File: config.mk
export PLATFORM = sky130hd
export DESIGN_NAME = serial_tx_arbiter
export DESIGN_NICKNAME = d
export VERILOG_FILES = /design/src/rtl/serial_tx_pkg.sv /design/src/rtl/rr_arbiter2.sv /design/src/rtl/serial_tx_arbiter.sv
export SDC_FILE = /design/constraint.sdc
export NUM_CORES = 1
export LEC_CHECK = 0
export CAP_MARGIN = 20
export CORE_UTILIZATION = 41
export DETAILED_ROUTE_END_ITERATION = 8
export PLACE_DENSITY = 0.75
export SKIP_CTS_REPAIR_TIMING = 1
export SLEW_MARGIN = 20
export SYNTH_ARGS = -nofsm -noshare
export SYNTH_HDL_FRONTEND = slang
export SYNTH_SLANG_ARGS = --single-unit
File: constraint.sdc
create_clock -name sys_clk -period 1.9 [get_ports sys_clk]
set_clock_uncertainty 0.05 [all_clocks]
set_input_delay 0.57 -clock sys_clk [delete_from_list [all_inputs] [get_ports sys_clk]]
set_output_delay 0.57 -clock sys_clk [all_outputs]
set_load 0.03 [all_outputs]
File: src/rtl/serial_tx_pkg.sv
// Shared definitions for the serial write buffer arbiter: state encoding,
// grant encodings and the buf_count width helper.
package serial_tx_pkg;

    typedef logic [2:0] state_t;

    localparam state_t ST_IDLE      = 3'd0;
    localparam state_t ST_START     = 3'd1;
    localparam state_t ST_WAIT_LOW  = 3'd2;
    localparam state_t ST_WAIT_HIGH = 3'd3;
    localparam state_t ST_DONE      = 3'd4;
    localparam state_t ST_GAP       = 3'd5;

    localparam logic [1:0] GNT_NONE = 2'b00;
    localparam logic [1:0] GNT_0    = 2'b01;
    localparam logic [1:0] GNT_1    = 2'b10;

    // Bits needed to hold any count from 0 up to and including buf_size.
    function automatic int unsigned count_w(input int unsigned buf_size);
        return $clog2(buf_size + 1);
    endfunction

endpackage

File: src/rtl/rr_arbiter2.sv
// Two-requester arbiter: round-robin on ties, or req0-first when the
// fixed_prio strap is set.
module rr_arbiter2
    import serial_tx_pkg::*;
(
    input  logic [1:0] req,
    input  logic       last_served,
    input  logic       fixed_prio,
    output logic [1:0] grant_c
);

    // last_served=1 means req1 won the previous grant, so req0 is next in line.
    always_comb begin
        grant_c = GNT_NONE;
        case (req)
            2'b01:   grant_c = GNT_0;
            2'b10:   grant_c = GNT_1;
            2'b11:   grant_c = (fixed_prio || last_served) ? GNT_0 : GNT_1;
            default: grant_c = GNT_NONE;
        endcase
    end

endmodule

File: src/rtl/serial_tx_arbiter.sv
// Arbitrates two requesters onto one serial write buffer and sequences each transfer.
// Define SERIAL_TX_ARB_FIXED_PRIO_EN for fixed req0 priority instead of round-robin.
module serial_tx_arbiter
    import serial_tx_pkg::*;
#(
    parameter  int unsigned BUF_SIZE   = 8,
    parameter  int unsigned GAP_CYCLES = 2,
    localparam int unsigned COUNT_W    = count_w(BUF_SIZE)
) (
    input  logic                sys_clk,
    input  logic                rst,
    input  logic                req0,
    input  logic                req1,
    input  logic [BUF_SIZE-1:0] data0,
    input  logic [BUF_SIZE-1:0] data1,
    input  logic [COUNT_W-1:0]  count0,
    input  logic [COUNT_W-1:0]  count1,
    input  logic                abort,
    output logic [1:0]          grant,
    output logic                ack0,
    output logic                ack1,
    output logic                err,
    output logic                busy,
    output logic                buf_start,
    output logic [BUF_SIZE-1:0] buf_data,
    output logic [COUNT_W-1:0]  buf_count,
    output logic                buf_abort,
    input  logic                buf_done
);

    localparam int unsigned GAP_W = (GAP_CYCLES > 1) ? $clog2(GAP_CYCLES) : 1;

`ifdef SERIAL_TX_ARB_FIXED_PRIO_EN
    localparam logic FIXED_PRIO = 1'b1;
`else
    localparam logic FIXED_PRIO = 1'b0;
`endif

    state_t              state_q, state_d;
    logic [1:0]          grant_q, grant_d;
    logic                last_q, last_d;
    logic [BUF_SIZE-1:0] buf_data_q, buf_data_d;
    logic [COUNT_W-1:0]  buf_count_q, buf_count_d;
    logic                buf_start_q, buf_start_d;
    logic                buf_abort_q, buf_abort_d;
    logic                ack0_q, ack0_d;
    logic                ack1_q, ack1_d;
    logic                err_q, err_d;
    logic                busy_q, busy_d;
    logic [GAP_W-1:0]    gap_cnt_q, gap_cnt_d;
    logic [1:0]          arb_grant_c;
    logic [COUNT_W-1:0]  cnt_sel_c;

    rr_arbiter2 u_arb (
        .req         ({req1, req0}),
        .last_served (last_q),
        .fixed_prio  (FIXED_PRIO),
        .grant_c     (arb_grant_c)
    );

    always_comb begin
        state_d     = state_q;
        grant_d     = grant_q;
        last_d      = last_q;
        buf_data_d  = buf_data_q;
        buf_count_d = buf_count_q;
        gap_cnt_d   = gap_cnt_q;
        buf_start_d = 1'b0;
        buf_abort_d = 1'b0;
        ack0_d      = 1'b0;
        ack1_d      = 1'b0;
        err_d       = 1'b0;
        cnt_sel_c   = arb_grant_c[1] ? count1 : count0;

        case (state_q)
            ST_IDLE: begin
                if (arb_grant_c != GNT_NONE) begin
                    grant_d     = arb_grant_c;
                    last_d      = arb_grant_c[1];
                    buf_data_d  = arb_grant_c[1] ? data1 : data0;
                    buf_count_d = (cnt_sel_c > COUNT_W'(BUF_SIZE)) ? COUNT_W'(BUF_SIZE) : cnt_sel_c;
                    state_d     = (cnt_sel_c == '0) ? ST_DONE : ST_START;
                end
            end
            ST_START: begin
                if (abort) begin
                    buf_abort_d = 1'b1;
                    state_d     = ST_DONE;
                end else begin
                    buf_start_d = 1'b1;
                    state_d     = ST_WAIT_LOW;
                end
            end
            ST_WAIT_LOW: begin
                if (abort) begin
                    buf_abort_d = 1'b1;
                    state_d     = ST_DONE;
                end else if (!buf_done) begin
                    state_d = ST_WAIT_HIGH;
                end
            end
            ST_WAIT_HIGH: begin
                if (abort) begin
                    buf_abort_d = 1'b1;
                    state_d     = ST_DONE;
                end else if (buf_done) begin
                    state_d = ST_DONE;
                end
            end
            ST_DONE: begin
                // DONE lasts one cycle, so buf_abort_q is high here only for an aborted transfer.
                ack0_d    = grant_q[0];
                ack1_d    = grant_q[1];
                err_d     = buf_abort_q;
                grant_d   = GNT_NONE;
                gap_cnt_d = '0;
                state_d   = (GAP_CYCLES == 0) ? ST_IDLE : ST_GAP;
            end
            ST_GAP: begin
                if (gap_cnt_q == GAP_W'(GAP_CYCLES - 1)) begin
                    state_d = ST_IDLE;
                end else begin
                    gap_cnt_d = gap_cnt_q + GAP_W'(1);
                end
            end
            default: state_d = ST_IDLE;
        endcase

        busy_d = (state_d != ST_IDLE);
    end

    always_ff @(posedge sys_clk or posedge rst) begin
        if (rst) begin
            state_q     <= ST_IDLE;
            grant_q     <= GNT_NONE;
            last_q      <= 1'b1;
            buf_data_q  <= '0;
            buf_count_q <= '0;
            buf_start_q <= 1'b0;
            buf_abort_q <= 1'b0;
            ack0_q      <= 1'b0;
            ack1_q      <= 1'b0;
            err_q       <= 1'b0;
            busy_q      <= 1'b0;
            gap_cnt_q   <= '0;
        end else begin
            state_q     <= state_d;
            grant_q     <= grant_d;
            last_q      <= last_d;
            buf_data_q  <= buf_data_d;
            buf_count_q <= buf_count_d;
            buf_start_q <= buf_start_d;
            buf_abort_q <= buf_abort_d;
            ack0_q      <= ack0_d;
            ack1_q      <= ack1_d;
            err_q       <= err_d;
            busy_q      <= busy_d;
            gap_cnt_q   <= gap_cnt_d;
        end
    end

    assign grant     = grant_q;
    assign ack0      = ack0_q;
    assign ack1      = ack1_q;
    assign err       = err_q;
    assign busy      = busy_q;
    assign buf_start = buf_start_q;
    assign buf_abort = buf_abort_q;
    assign buf_data  = buf_data_q;
    assign buf_count = buf_count_q;

endmodule

Word level (Yosys, flattened, before mapping)
Index checks and enable logic that the tools add are counted.
W data, S select, Z words.
{"block": "totals", "in_bits": 30, "register_bits": 25, "out_inout_bits": 20}
{"block": "op_classes", "reduce_logical": 9, "add_sub_neg": 1, "order_cmp": 1, "muxes": 25, "eq_ne": 9}
{"cell": "$mux W3", "n": 8}
{"cell": "$pmux W3 S6", "n": 1}
{"cell": "$mux W1", "n": 8}
{"cell": "$mux W4", "n": 2}
{"cell": "$mux W8", "n": 1}
{"cell": "$eq A3 B2 Y1 const B", "n": 2}
{"cell": "$eq A3 B3 Y1 const B", "n": 2}
{"cell": "$pmux W2 S3", "n": 1}
{"cell": "$reduce_bool A2 Y1", "n": 3}
{"cell": "$eq A2 B2 Y1 const B", "n": 2}
{"cell": "$gt A4 B4 Y1 const B", "n": 1}
{"cell": "$logic_not A4 Y1", "n": 1}
{"cell": "$mux W2", "n": 2}
{"cell": "$pmux W2 S2", "n": 1}
{"cell": "$reduce_and A2 Y1", "n": 2}
{"cell": "$eq A3 B1 Y1 const B", "n": 1}
{"cell": "$logic_not A3 Y1", "n": 1}
{"cell": "$reduce_bool A3 Y1", "n": 1}
{"cell": "$reduce_or A3 Y1", "n": 1}
{"cell": "$eq A2 B1 Y1 const B", "n": 1}
{"cell": "$ne A2 B2 Y1 const B", "n": 1}
{"cell": "$pmux W1 S2", "n": 1}
{"cell": "$add A1 B1 Y1 const B", "n": 1}

Depth between registers and ports, before layout
{"block": "depth", "ltp_word": 8, "depth_mapped": 5, "mapped_depth_nobuf": 4}

By module
Synthesis repeated with hierarchy kept, for this count alone.
{"block": "unflattened", "cells_unflattened": 94, "area_unflattened_um2": 1182.4}
{"module": "serial_tx_arbiter", "cells_per_inst": 90, "n_inst": 1, "area_each_um2": 1159.9}
{"module": "rr_arbiter2", "cells_per_inst": 4, "n_inst": 1, "area_each_um2": 22.5}

Worst setup path after synthesis
No wires, ideal clock.
{"block": "synth_timing", "kind": "input to register", "from": "input req1", "to": "register busy_q (netlist: busy)", "required_time_ns": 1.715, "setup_slack_ns": 0.491, "t_arrival_ns": 1.223, "stages": 4, "setup_ns": 0.135, "cell_sequence": "nor2b_1 o32a_1 o21ai_2 nand4_1"}
{"block": "synth_between", "elab_chain_len": 8, "elab_cells_between_ends": 11, "classes_between": "eq/ne (3); mux (5); reduce/logical (3)"}
{"item": "from (decl)", "line_no": "serial_tx_arbiter.sv:13", "rtl": "input logic req1,"}
{"item": "$eq A2 B2 Y1 or $eq A2 B1 Y1 (tied branches)", "line_no": "rr_arbiter2.sv:15", "rtl": "case (req)"}
{"item": "$pmux W2 S3 *", "line_no": "rr_arbiter2.sv:15"}
{"item": "$mux W4", "line_no": "serial_tx_arbiter.sv:73", "rtl": "cnt_sel_c = arb_grant_c[1] ? count1 : count0;"}
{"item": "$logic_not A4 Y1", "line_no": "serial_tx_arbiter.sv:82", "rtl": "state_d = (cnt_sel_c == '0) ? ST_DONE : ST_START;"}
{"item": "$mux W3", "line_no": "serial_tx_arbiter.sv:82"}
{"item": "$mux W3 *", "line_no": "serial_tx_arbiter.sv:77", "rtl": "if (arb_grant_c != GNT_NONE) begin"}
{"item": "$pmux W3 S6 *", "line_no": "serial_tx_arbiter.sv:75", "rtl": "case (state_q)"}
{"item": "$reduce_bool A3 Y1 *", "line_no": "serial_tx_arbiter.sv:129", "rtl": "busy_d = (state_d != ST_IDLE);"}
{"item": "net busy_d", "line_no": "serial_tx_arbiter.sv:49", "rtl": "logic busy_q, busy_d;"}
{"item": "to (signal assigned)", "line_no": "serial_tx_arbiter.sv:157", "rtl": "busy_q <= busy_d;"}
{"item": "to (decl)", "line_no": "serial_tx_arbiter.sv:49"}
Mark *: on every way through the listed nets, which the timed path passes. The rest lies on a longest branch.
A chain may end at the register's enable or synchronous reset.

Final worst setup path
{"block": "layout_timing", "from": "input req0", "to": "register busy_q (netlist: busy)"}
{"block": "layout_between", "elab_chain_len": 8, "elab_cells_between_ends": 11, "classes_between": "eq/ne (3); mux (5); reduce/logical (3)"}
{"item": "from (decl)", "line_no": "serial_tx_arbiter.sv:12", "rtl": "input logic req0,"}
{"item": "$eq A2 B2 Y1 or $eq A2 B1 Y1 (tied branches)", "line_no": "rr_arbiter2.sv:15"}
{"item": "$pmux W2 S3 *", "line_no": "rr_arbiter2.sv:15"}
{"item": "$mux W4", "line_no": "serial_tx_arbiter.sv:73"}
{"item": "$logic_not A4 Y1", "line_no": "serial_tx_arbiter.sv:82"}
{"item": "$mux W3", "line_no": "serial_tx_arbiter.sv:82"}
{"item": "$mux W3 *", "line_no": "serial_tx_arbiter.sv:77"}
{"item": "$pmux W3 S6 *", "line_no": "serial_tx_arbiter.sv:75"}
{"item": "$reduce_bool A3 Y1 *", "line_no": "serial_tx_arbiter.sv:129"}
{"item": "net busy_d", "line_no": "serial_tx_arbiter.sv:49"}
Marks and branches as above.

==> summary.md <==
| Metric | Value |
|---|---|
| Port Buf Inserts | a little under 50 |
| DR vias | 1000 |
| Detail Route Antenna Nets | 0 |
| I/O pin cnt | 50 |
| TritonCTS Sinks | 25 |
| Die width | roughly 56 µm |
| Critical Path Sink Type | flop |
| Post-DP HPWL | 1.98 mm |
| Num rows | 19 |
| DRC viols | 0 |
| Placed inst area | about 0.0017 mm² |
| TNS Setup | 0 ns |
| Starting Density | between 40% and 50% |
| Worst vdd ir | around 900 µV |
| Crit-path max cell delay | about 0.59 ns |
| Die ar. | just over 0.003 mm² |
| Share of cells above drive strength 1 | between 10 and 15% |
| Final WS setup | 0.185 ns |
| CTS Buffer Depth | 2 |
| GPL Wtd Cong | 0.738 |
| Initial antenna violation count | 0 |
| Place WS | -0.156 ns |
| Req. time, crit path | 2.05 ns |
| WS Path Type | in2reg |
| Worst min-delay path category | reg2reg |
| Vias in the first global route | 974 |
| Slowest cell on crit path | clkdlybuf4s50_1 |
| Register area share after synthesis | between 50% and 60% |
| RSZ-0062 raised after global routing | no |
| Clk slew on worst S/H paths | 0.14 ns |
| Max Freq | a little under 600 MHz |
| Status | complete, no violations |
| DR vias/cell | 5.15 |
| Final setup vio count | 0 |
| Worst Setup Start Kind | input pin |
| Synth Warn # | 0 |
| EDFF count, synth | 0 |
| Synthesized Nets | between 100 and 150 |
| TritonCTS clock tree | done |
| Fin nets | 194 |
| Post-Syn Instances | between 100 and 150 |
| Core box area | between 0.002 and 0.003 mm² |
| Largest net degree at the start of global routing | 26 |
| Total track usage | between 10% and 20% |
| Syn_area_per_cell | roughly 11 µm² |
| PwrDens | approximately 1400 mW/mm² |
| Total gr overflow | 0 |
| CTS root buf | clkbuf_4 |
| Leak | approximately 1.1 nW |
| Total wire length | between 2 and 3 mm |
| H-tree depth | 1 |
| Most used DFF post-synth | dfrtp_1 |
| Relative slew slack | between 60% and 70% |
| Worst-path cell chain | clkdlybuf4s50_1, inv_2, o32a_1, o21ai_2, nand4_1 |
| Routed len/inst | around 13 µm |
| Min Clock Period, post-route | between 1.5 and 2 ns |
| Area growth, synth to finish | 55.0% |
| Slew Limit Fails | 0 |
| Total CTS buffers | 3 |
| Total Power | approximately 2.6 mW |
| Initial DRC Count | 14 |
| Post-synthesis instance area | between 0.001 and 0.0015 mm² |
| DRT Pass-1 Iters | 4 |
| # diodes | 0 |
| Cell variety after synth | 33 |
| Synthesis-stage register bit count | 25 |
| Synth async-reset ratio | between 90% and 100% |
| Clk_lat worst skew | 0.31 ns |
| Final hold vios | 0 |
| Die Ht | between 50 and 60 µm |
| Final Cycle Share | ~90% |
| Worst-path fanout max | 5 |
| Worst Path Arrival | approximately 1.9 ns |
| Worst Tran Pin Value | around 0.50 ns |
| First-pass GRT wire length | between 4 and 5 mm |
| Max-cap violation count | 0 |
| Post-route cell area | 0.00183 mm² |
## synthesized netlist by cell type (2+ instances only)
master | count | area [µm²]
dfrtp_1 | 24 | 601
nand2_1 | 15 | 56.3
mux2i_1 | 12 | 120
o21ai_1 | 10 | 50.1
a21oi_1 | 5 | 25.0
and3_1 | 3 | 18.8
nor2_1 | 3 | 11.3
o21ai_0 | 3 | 15.0
buf_6 | 2 | 22.5
nor2b_1 | 2 | 12.5
nor3_1 | 2 | 10.0
nor4b_1 | 2 | 17.5
o21a_1 | 2 | 15.0
o21ai_2 | 2 | 17.5
## cells by family after synthesis
family / Yosys count / synth area share [%]
buffers and inverters: 6 / 3.29
multiplexers: 13 / 11.1
AND/OR/NAND/NOR: 33 / 15.6
flip-flops: 25 / 53.2
AO/OA/AOI/OAI: 29 / 16.8
## power by group
| part | switching [mW] | total [mW] | internal, mW |
|---|---|---|---|
| clock | 0.156 | 0.234 | 0.0787 |
| sequential | 0.171 | 0.936 | 0.765 |
| combinational | 0.773 | 1.38 | 0.608 |
| total | 1.10 | 2.55 | 1.45 |
## worst paths after layout
check | start | end | slack [ns] | depth (start not counted)
setup / recovery | req0 | busy | 0.19 | 5
hold / removal | buf_count[2] | buf_count[2] | 0.44 | 2
setup reg to reg | state_q[0] | grant[0] | 0.44 | 3
hold reg to reg | buf_count[2] | buf_count[2] | 0.44 | 2
max in group asynchronous | rst | last_q | 0.98 | 3
min in group asynchronous | rst | grant[0] | 0.53 | 3
## final cells by class
type	instances	area (µm²)
Sequential cell	25	627
Clock inverter	1	5.00
Inverter	2	7.51
Tap cell	31	38.8
Fill cell	221	907
Timing Repair Buffer	57	613
Multi-Input combinational cell	75	513
Clock buffer	3	22.5
## worst max-delay path, delay by kind of cell
| kind | cells | cell delay, ns |
|---|---|---|
| AOI/OAI and AO/OA | 2 | 0.51 |
| and+or+nand+nor | 1 | 0.10 |
| buffers and inverters | 2 | 0.67 |
## placed cells by master, fill, tap and decap left out, drive strengths merged
cell type	instances
clkdlybuf4s50	29
dfrtp	24
dlymetal6s2s	20
nand2	15
o21ai	15
mux2i	12
buf	8
a21oi	5
nor2	3
and3	3
clkbuf	3
nor4b	3
nor3	3
nor2b	2
o21a	2
inv	2
a21bo	1
mux2	1
o32ai	1
a31oi	1
a21boi	1
a22oi	1
a22o	1
o32a	1
nand3b	1
nand3	1
nand4	1
nor3b	1
clkinv	1
dfstp	1
## per-stage QoR
stage,std cells,utilization (%),hold slack [ns]
floorplan,106,-,0.431
global placement,190,64.0,0.419
detailed placement,190,64.0,0.425
CTS,194,65.0,0.455
global route,194,66.8,0.470
finish,194,66.8,0.443
## flip-flops by register name, summed over array words and instances (netlist names)
register and flops:
ack0 1, ack1 1, buf_abort 1, buf_count 4, buf_data 8, buf_start 1
busy 1, err 1, gap_cnt_q 1, grant 2, last_q 1, state_q 3
## layer usage
layer  share of wire (%)  vias up  routed length (µm)  global-route usage [%]
met2                  53       25                1330                    32.0
met4                0.52        0                  13                    5.36
met1                  43      471                1080                    21.1
li1                    -      502                   -                       -
met3                 3.9        2                  97                    3.02
met5                   0        -                   0                       0
Note: power is estimated with default switching activity, not from simulation.
